## src/rtl/pe_array_ws_if.sv

```systemverilog
`default_nettype none
// +--------------------------------------------------------------------------+
// | pe_array_ws_if : control, weight, activation and result bundle for       |
// |                  the weight-stationary PE array                          |
// | Revision      : 1.0                                                      |
// +--------------------------------------------------------------------------+
interface pe_array_ws_if #(
  parameter int ROWS   = 4,
  parameter int COLS   = 4,
  parameter int DATA_W = 8,
  parameter int ACC_W  = 32
);
  logic                     gate;
  logic                     w_load;
  logic [COLS*DATA_W-1:0]   w_in;
  logic [ROWS*DATA_W-1:0]   act_in;
  logic                     act_valid;
  logic [COLS*ACC_W-1:0]    psum_out;
  logic                     psum_valid;
  logic [COLS-1:0]          flag_overflow_O;
  logic                     busy;

  modport master (
    output gate, w_load, w_in, act_in, act_valid,
    input  psum_out, psum_valid, flag_overflow_O, busy
  );

  modport slave (
    input  gate, w_load, w_in, act_in, act_valid,
    output psum_out, psum_valid, flag_overflow_O, busy
  );
endinterface
`default_nettype wire

```

## src/rtl/pe_array_ws.sv

```systemverilog
`default_nettype none
// +--------------------------------------------------------------------------+
// | pe_array_ws : ROWS x COLS weight-stationary systolic MAC array with      |
// |               input skew, output deskew, valid pipeline, overflow flags  |
// | Option      : PE_ARRAY_SAT_EN selects saturating accumulation            |
// | Revision    : 1.0                                                        |
// +--------------------------------------------------------------------------+
module pe_array_ws #(
  parameter int ROWS   = 4,
  parameter int COLS   = 4,
  parameter int DATA_W = 8,
  parameter int ACC_W  = 32
) (
  input logic          clk,
  input logic          rstn,
  pe_array_ws_if.slave bus
);
  localparam int c_lat = ROWS + COLS - 1;
`ifdef PE_ARRAY_SAT_EN
  localparam logic signed [ACC_W-1:0] c_acc_max = {1'b0, {(ACC_W-1){1'b1}}};
  localparam logic signed [ACC_W-1:0] c_acc_min = {1'b1, {(ACC_W-1){1'b0}}};
`endif

  logic signed [DATA_W-1:0] r_w [ROWS][COLS];
  logic [c_lat-1:0]         r_vld;
  logic [COLS*ACC_W-1:0]    r_psum_out;
  logic [COLS-1:0]          r_flag;
  logic                     r_psum_valid;

  logic                     w_busy;
  logic                     w_load_acc;
  logic                     w_act_acc;
  logic signed [DATA_W-1:0] w_lane   [ROWS];
  logic signed [DATA_W-1:0] w_row_in [ROWS];
  logic signed [DATA_W-1:0] w_act    [ROWS][COLS];
  logic signed [ACC_W-1:0]  w_sum    [ROWS][COLS];
  logic                     w_ovf    [ROWS][COLS];
  logic signed [ACC_W-1:0]  w_bot_sum [COLS];
  logic                     w_bot_ovf [COLS];

  // Weights may only move while the pipeline is empty, and a load steals the cycle.
  assign w_busy     = |r_vld;
  assign w_load_acc = bus.gate & bus.w_load & ~w_busy;
  assign w_act_acc  = bus.gate & bus.act_valid & ~w_load_acc;

  always_ff @(posedge clk or negedge rstn) begin
    if (!rstn) begin
      for (int r = 0; r < ROWS; r++)
        for (int c = 0; c < COLS; c++)
          r_w[r][c] <= '0;
    end else if (w_load_acc) begin
      for (int c = 0; c < COLS; c++) begin
        r_w[0][c] <= bus.w_in[c*DATA_W +: DATA_W];
        for (int r = 1; r < ROWS; r++)
          r_w[r][c] <= r_w[r-1][c];
      end
    end
  end

  always_ff @(posedge clk or negedge rstn) begin
    if (!rstn)
      r_vld <= '0;
    else if (bus.gate)
      r_vld <= (r_vld << 1) | c_lat'(w_act_acc);
  end

  for (genvar r = 0; r < ROWS; r++) begin : g_row
    assign w_lane[r] = w_act_acc ? bus.act_in[r*DATA_W +: DATA_W] : '0;

    if (r == 0) begin : g_noskew
      assign w_row_in[r] = w_lane[r];
    end else begin : g_skew
      logic signed [DATA_W-1:0] r_sk [r];
      always_ff @(posedge clk or negedge rstn) begin
        if (!rstn) begin
          for (int i = 0; i < r; i++) r_sk[i] <= '0;
        end else if (bus.gate) begin
          r_sk[0] <= w_lane[r];
          for (int i = 1; i < r; i++) r_sk[i] <= r_sk[i-1];
        end
      end
      assign w_row_in[r] = r_sk[r-1];
    end

    for (genvar c = 0; c < COLS; c++) begin : g_col
      logic signed [DATA_W-1:0]   w_a;
      logic signed [2*DATA_W-1:0] w_prod;
      logic signed [ACC_W-1:0]    w_p;
      logic signed [ACC_W-1:0]    w_pin;
      logic signed [ACC_W-1:0]    w_add;
      logic signed [ACC_W-1:0]    w_next;
      logic                       w_oin;
      logic                       w_add_ovf;
      logic signed [DATA_W-1:0]   r_act;
      logic signed [ACC_W-1:0]    r_sum;
      logic                       r_ovf;

      if (c == 0) begin : g_a_edge
        assign w_a = w_row_in[r];
      end else begin : g_a_chain
        assign w_a = w_act[r][c-1];
      end

      if (r == 0) begin : g_top
        assign w_pin = '0;
        assign w_oin = 1'b0;
      end else begin : g_below
        assign w_pin = w_sum[r-1][c];
        assign w_oin = w_ovf[r-1][c];
      end

      assign w_prod    = (2*DATA_W)'(w_a) * (2*DATA_W)'(r_w[r][c]);
      assign w_p       = ACC_W'(w_prod);
      assign w_add     = w_pin + w_p;
      assign w_add_ovf = (w_pin[ACC_W-1] == w_p[ACC_W-1]) &&
                         (w_add[ACC_W-1] != w_pin[ACC_W-1]);
`ifdef PE_ARRAY_SAT_EN
      assign w_next = !w_add_ovf ? w_add : (w_pin[ACC_W-1] ? c_acc_min : c_acc_max);
`else
      assign w_next = w_add;
`endif

      always_ff @(posedge clk or negedge rstn) begin
        if (!rstn) begin
          r_act <= '0;
          r_sum <= '0;
          r_ovf <= 1'b0;
        end else if (bus.gate) begin
          r_act <= w_a;
          r_sum <= w_next;
          r_ovf <= w_oin | w_add_ovf;
        end
      end

      assign w_act[r][c] = r_act;
      assign w_sum[r][c] = r_sum;
      assign w_ovf[r][c] = r_ovf;
    end
  end

  // Earlier columns finish sooner; delay them so a vector leaves in one cycle.
  for (genvar c = 0; c < COLS; c++) begin : g_deskew
    localparam int c_depth = COLS - 1 - c;
    if (c_depth == 0) begin : g_direct
      assign w_bot_sum[c] = w_sum[ROWS-1][c];
      assign w_bot_ovf[c] = w_ovf[ROWS-1][c];
    end else begin : g_delay
      logic signed [ACC_W-1:0] r_ds [c_depth];
      logic [c_depth-1:0]      r_do;
      always_ff @(posedge clk or negedge rstn) begin
        if (!rstn) begin
          for (int i = 0; i < c_depth; i++) r_ds[i] <= '0;
          r_do <= '0;
        end else if (bus.gate) begin
          r_ds[0] <= w_sum[ROWS-1][c];
          for (int i = 1; i < c_depth; i++) r_ds[i] <= r_ds[i-1];
          r_do <= (r_do << 1) | c_depth'(w_ovf[ROWS-1][c]);
        end
      end
      assign w_bot_sum[c] = r_ds[c_depth-1];
      assign w_bot_ovf[c] = r_do[c_depth-1];
    end
  end

  always_ff @(posedge clk or negedge rstn) begin
    if (!rstn) begin
      r_psum_valid <= 1'b0;
      r_psum_out   <= '0;
      r_flag       <= '0;
    end else if (bus.gate) begin
      r_psum_valid <= r_vld[c_lat-1];
      for (int c = 0; c < COLS; c++) begin
        r_psum_out[c*ACC_W +: ACC_W] <= r_vld[c_lat-1] ? w_bot_sum[c] : '0;
        r_flag[c]                    <= r_vld[c_lat-1] & w_bot_ovf[c];
      end
    end
  end

  assign bus.psum_out        = r_psum_out;
  assign bus.psum_valid      = r_psum_valid;
  assign bus.flag_overflow_O = r_flag;
  assign bus.busy            = w_busy;
endmodule
`default_nettype wire

```

## src/flat_wrapper.sv

```systemverilog
// flat-port wrapper written by rule: the top's interface ports become plain ports
module pe_array_ws_flat 
#(
  parameter int ROWS   = 4,
  parameter int COLS   = 4,
  parameter int DATA_W = 8,
  parameter int ACC_W  = 32
)
  (clk, rstn, bus_gate, bus_w_load, bus_w_in, bus_act_in, bus_act_valid, bus_psum_out, bus_psum_valid, bus_flag_overflow_O, bus_busy);
  pe_array_ws_if #(.ROWS(ROWS), .COLS(COLS), .DATA_W(DATA_W), .ACC_W(ACC_W)) bus_i ();
  input logic clk;
  input logic rstn;
  input wire logic [$bits(bus_i.gate)-1:0] bus_gate;
  input wire logic [$bits(bus_i.w_load)-1:0] bus_w_load;
  input wire logic [$bits(bus_i.w_in)-1:0] bus_w_in;
  input wire logic [$bits(bus_i.act_in)-1:0] bus_act_in;
  input wire logic [$bits(bus_i.act_valid)-1:0] bus_act_valid;
  output wire logic [$bits(bus_i.psum_out)-1:0] bus_psum_out;
  output wire logic [$bits(bus_i.psum_valid)-1:0] bus_psum_valid;
  output wire logic [$bits(bus_i.flag_overflow_O)-1:0] bus_flag_overflow_O;
  output wire logic [$bits(bus_i.busy)-1:0] bus_busy;
  assign bus_i.gate = bus_gate;
  assign bus_i.w_load = bus_w_load;
  assign bus_i.w_in = bus_w_in;
  assign bus_i.act_in = bus_act_in;
  assign bus_i.act_valid = bus_act_valid;
  assign bus_psum_out = bus_i.psum_out;
  assign bus_psum_valid = bus_i.psum_valid;
  assign bus_flag_overflow_O = bus_i.flag_overflow_O;
  assign bus_busy = bus_i.busy;
  pe_array_ws #(.ROWS(ROWS), .COLS(COLS), .DATA_W(DATA_W), .ACC_W(ACC_W)) u_core (.clk(clk), .rstn(rstn), .bus(bus_i));
endmodule
```

## config.mk

```make
export PLATFORM = sky130hd
export DESIGN_NAME = pe_array_ws_flat
export DESIGN_NICKNAME = d
export VERILOG_FILES = /design/src/rtl/pe_array_ws_if.sv /design/src/rtl/pe_array_ws.sv /design/src/flat_wrapper.sv
export SDC_FILE = /design/constraint.sdc
export NUM_CORES = 2
export LEC_CHECK = 0
export ABC_AREA = 0
export BUFFER_PORTS_ARGS = -buffer_cell sky130_fd_sc_hd__buf_2
export CORE_MARGIN = 1.5
export CORE_UTILIZATION = 55
export CTS_CLUSTER_DIAMETER = 150
export DETAILED_ROUTE_END_ITERATION = 7
export GPL_TIMING_DRIVEN = 0
export PLACE_DENSITY = 0.79
export SYNTH_ARGS = -nofsm -noshare
export SYNTH_HDL_FRONTEND = slang
export SYNTH_SLANG_ARGS = --single-unit
```

## constraint.sdc

```tcl
create_clock -name clk -period 17.6 [get_ports clk]
set_clock_uncertainty 0.15 [all_clocks]
set_input_delay 4.4 -clock clk [delete_from_list [all_inputs] [get_ports clk]]
set_output_delay 4.4 -clock clk [all_outputs]
set_load 0.005 [all_outputs]
```

==> results.md <==
- Outcome: finished with violations
- Failing checks: capacitance limit, slew limit
- Dominant cell type by area after synthesis: dfrtp_1
- Post-CTS setup buffer count: 0
- # nets final: 10180
- Internal cell power: ~9.6 mW
- CP cell instances: buf_2, clkbuf_1, nand2_1, a21oi_1, buf_4, clkbuf_1, nand3_1, fa_1, fa_1, inv_1, fa_1, inv_1, fa_1, inv_1, ha_1, inv_1, o21ai_0, a21oi_1, nand2b_1, a21boi_0, o31a_1, o41ai_1, xnor2_1, a21oi_1
- CORE AREA: 0.1562 sq mm
- Final period util: 59.57%
- H-tree levels: 3
- Setup TNS: 0 ps
- Wire per inst: 20.93 um
- Placed cells: between 10000 and 15000
- Total track usage: 28.70%
- Final core utilization: 60.39%
- Fill count: approximately 13000
- Max Fclk: 0.09538 GHz
- Largest net degree at the start of global routing: 133
- Area Overhead vs Synth: 9.032%
- Clock tree buffer depth: 3
- Clock latency on the worst-skew pair: 780 ps
- Final Hold Viols: 0
- Die height: 399.6 um
- Vias in the first global route: 62360
- Top cell type's share of synthesized area: 29.21%
- CTS resizes: 0
- Proportion of layout cells with a drive suffix above 1: 13.42%
- Starting density of the core: 55.38%
- Synth warnings: 0
- Routability Congestion: 1.027
- Clock Power Share: 14.0%
- Worst Setup Start Kind: primary input
- Top Ports: 203
- Final setup violation count: 0
- First-pass GRT wire length: ~350000 um
- Worst-path fanout max: 10
- Via-per-instance ratio: 5.625
- Residual DRC count: 0
- Crit-path slowest cell: clkbuf_1
- Logic pwr share: 61.0%
- Leakage power: 47.04 nW
- Critical path's largest stage delay: 680 ps
- Sw frac: 45.27%
- Ys flop type: dfrtp_1
- PD cells: 185.6 mW/mm^2
- Syn avg cell area: 10.58 sq um
- Fin. max-slew vios: 10
- Relative slew slack: -0.2591%
- CTS buffer count: 110
- RSZ-0062 raised after global routing: no
- Largest cells by area after synthesis: dfrtp_1 29%, fa_1 21%, ha_1 10%
- Critical path required time: roughly 18000 ps
- Hold buffer count at cts: 0
- Count leader, synth: inv_1
- Worst VDD drop: 148.3 uV
- Max Cap Viol: 1
- Min cycle time layout: 10480 ps
- Worst setup EP type: flop
- Worst EP arrival: ~11000 ps
- Hold crit path type: flop to flop
- Synth top cells by count: 1295 x inv_1, 1010 x dfrtp_1, 892 x fa_1, 720 x ha_1, 688 x mux2_2
- Via count: ~60000
- Mapped cell area: a little under 0.09 sq mm
- Switching power: between 7 and 8 mW
- Sequential fraction of the synthesis area: 29.21%
- ANT nets after route: 0
- Finished Layout Cells: 10660
- Sequential power share: between 20% and 30%
- Syn nets: 9857
- Detailed Place HPWL: 175900 um
- GRT Residual Overflow: 0
- TritonCTS clock tree: yes
- Iter 0 DRT Violations: 4314
- CTS root buffer: clkbuf_16
- Number of enable flip-flop cells after synthesis: 0
- Sink Count: 1010
- Clk slew on worst S/H paths: roughly 60 ps
- Initial antenna violation count: 15
- Drt pass-1 iters: 6
- Synth Instances: 8176
- WS Path Type: primary input to flop
- Transition time of the tightest slew-check pin: 1504 ps
- Port-buffer cells: 202
- Row Count: about 150
- Ys async rst share: 100.0%
- Routed WL: 223100 um
- Die ar.: roughly 0.16 sq mm
- Seq cells post-synth: 1010
- Die Wd: 399.6 um
- Yosys cell types: 82
[through the flow]
| stage | power [mW] | worst slack, ps | hold WS (ps) | cell area (sq um) |
|---|---|---|---|---|
| floorplan | 11.95 | 8122 | 296.2 | 86510 |
| detailed placement | 14.88 | 5930 | 317.6 | 90430 |
| global route | 19.01 | 6747 | 342.4 | 94310 |
| finish | 17.51 | 7116 | 326.0 | 94330 |
| global placement | 14.41 | -9314 | 315.6 | 90100 |
| CTS | 17.46 | 6715 | 324.5 | 94300 |
[cell type report]
cell class	count	area (sq um)	area share (%)
Antenna cell	8	20.02	0.02122
Buffer	223	884.6	0.9378
Clock buffer	144	3072	3.256
Clock inverter	57	794.5	0.8423
Inverter	1295	4861	5.153
Multi-Input combinational cell	5648	55540	58.88
Sequential cell	1010	25270	26.79
Tap cell	2058	2575	2.730
Timing Repair Buffer	214	1306	1.385
[layout by cell type, fill, tap and decap left out, types with 13 or more instances in the layout]
| master | instances |
|---|---|
| xor2_1 | 79 |
| fa_1 | 892 |
| o211ai_1 | 15 |
| or3_1 | 27 |
| clkinv_2 | 21 |
| o21bai_1 | 63 |
| a22o_1 | 160 |
| and2_1 | 621 |
| xnor2_1 | 392 |
| o31ai_1 | 20 |
| or2_2 | 13 |
| nor3_1 | 67 |
| clkbuf_1 | 210 |
| o41ai_1 | 19 |
| dfrtp_1 | 1010 |
| o21ai_0 | 156 |
| ha_1 | 720 |
| a21o_1 | 135 |
| nand3_1 | 74 |
| nor2_1 | 308 |
| clkbuf_2 | 13 |
| buf_2 | 209 |
| a21oi_1 | 269 |
| and3_1 | 56 |
| clkbuf_16 | 111 |
| mux2_2 | 688 |
| nand2_1 | 416 |
| a21boi_0 | 19 |
| inv_1 | 1295 |
| nand2b_1 | 88 |
| clkbuf_8 | 18 |
| a211oi_1 | 38 |
| a31oi_1 | 20 |
| o21a_1 | 44 |
| nor2b_1 | 80 |
[cells by family after synthesis]
| family | count (synthesis) | share of synthesized area, % |
|---|---|---|
| AO/OA/AOI/OAI | 1078 | 8.588 |
| AND/OR/NAND/NOR | 1788 | 10.68 |
| adder cells (fa/ha/maj) | 1612 | 31.05 |
| buffers and inverters | 1518 | 6.614 |
| flip-flops | 1010 | 29.21 |
| XOR/XNOR | 474 | 4.799 |
| multiplexers | 696 | 9.054 |
[registers in the layout, indices dropped and copies added, names as in the netlist]
signal,flops
u_core.g_row.g_col.r_sum,388
u_core.g_deskew.g_delay.r_ds,192
u_core.bus.psum_out,128
u_core.r_w,128
u_core.g_row.g_col.r_act,96
u_core.g_row.g_col.w_a,24
u_core.g_row.g_skew.r_sk,24
u_core.g_row.g_col.r_ovf,12
u_core.r_vld,7
u_core.g_deskew.g_delay.r_do,6
u_core.bus.flag_overflow_O,4
u_core.bus.psum_valid,1
[path summary, 6_finish.rpt]
| check | startpoint | to | slack (ps) | cells past startpoint |
|---|---|---|---|---|
| setup reg to reg | u_core.g_row[3].g_col[0].r_act[5]$_DFFE_PN0P_ | u_core.g_row[3].g_col[1].r_sum[31]$_DFFE_PN0P_ | 9020 | 26 |
| hold / removal | u_core.g_deskew[0].g_delay.r_ds[16]$_DFFE_PN0P_ | u_core.bus.psum_out[16]$_DFFE_PN0P_ | 330 | 1 |
| max in group asynchronous | rstn | u_core.g_deskew[0].g_delay.r_ds[59]$_DFFE_PN0P_ | 11260 | 6 |
| hold reg to reg | u_core.g_deskew[0].g_delay.r_ds[16]$_DFFE_PN0P_ | u_core.bus.psum_out[16]$_DFFE_PN0P_ | 330 | 1 |
| min in group asynchronous | rstn | u_core.bus.psum_out[43]$_DFFE_PN0P_ | 3480 | 2 |
| setup / recovery | bus_gate | u_core.g_row[0].g_col[0].r_sum[15]$_DFFE_PN0P_ | 7120 | 24 |
[power groups by stage]
stage | registers [mW] | logic, mW | clock network [mW]
2_1_floorplan | 3.84 | 8.11 | 0
3_3_place_gp | 4.33 | 10.1 | 0
3_5_place_dp | 4.36 | 10.5 | 0
4_1_cts | 4.33 | 10.6 | 2.49
5_1_grt | 4.47 | 12.0 | 2.58
6_report | 4.37 | 10.7 | 2.46
[worst max-delay path, delay by kind of cell]
| family | cells | cell delay (ps) |
|---|---|---|
| simple gates | 3 | 470 |
| buf+inv | 8 | 1850 |
| compound gates | 7 | 1630 |
| xor+xnor | 1 | 230 |
| fa+ha+maj | 5 | 2370 |
[per-layer routing]
layer	vias up	wire (um)	share of wire (%)	track usage, %
met4	4	10660	4.8	12.64
met5	-	28	0.013	0
met3	405	14420	6.5	4.638
met1	30440	93120	42	37.92
met2	1715	104800	47	46.69
li1	27380	-	-	-
No activity file was read; power rests on OpenSTA's default activity.
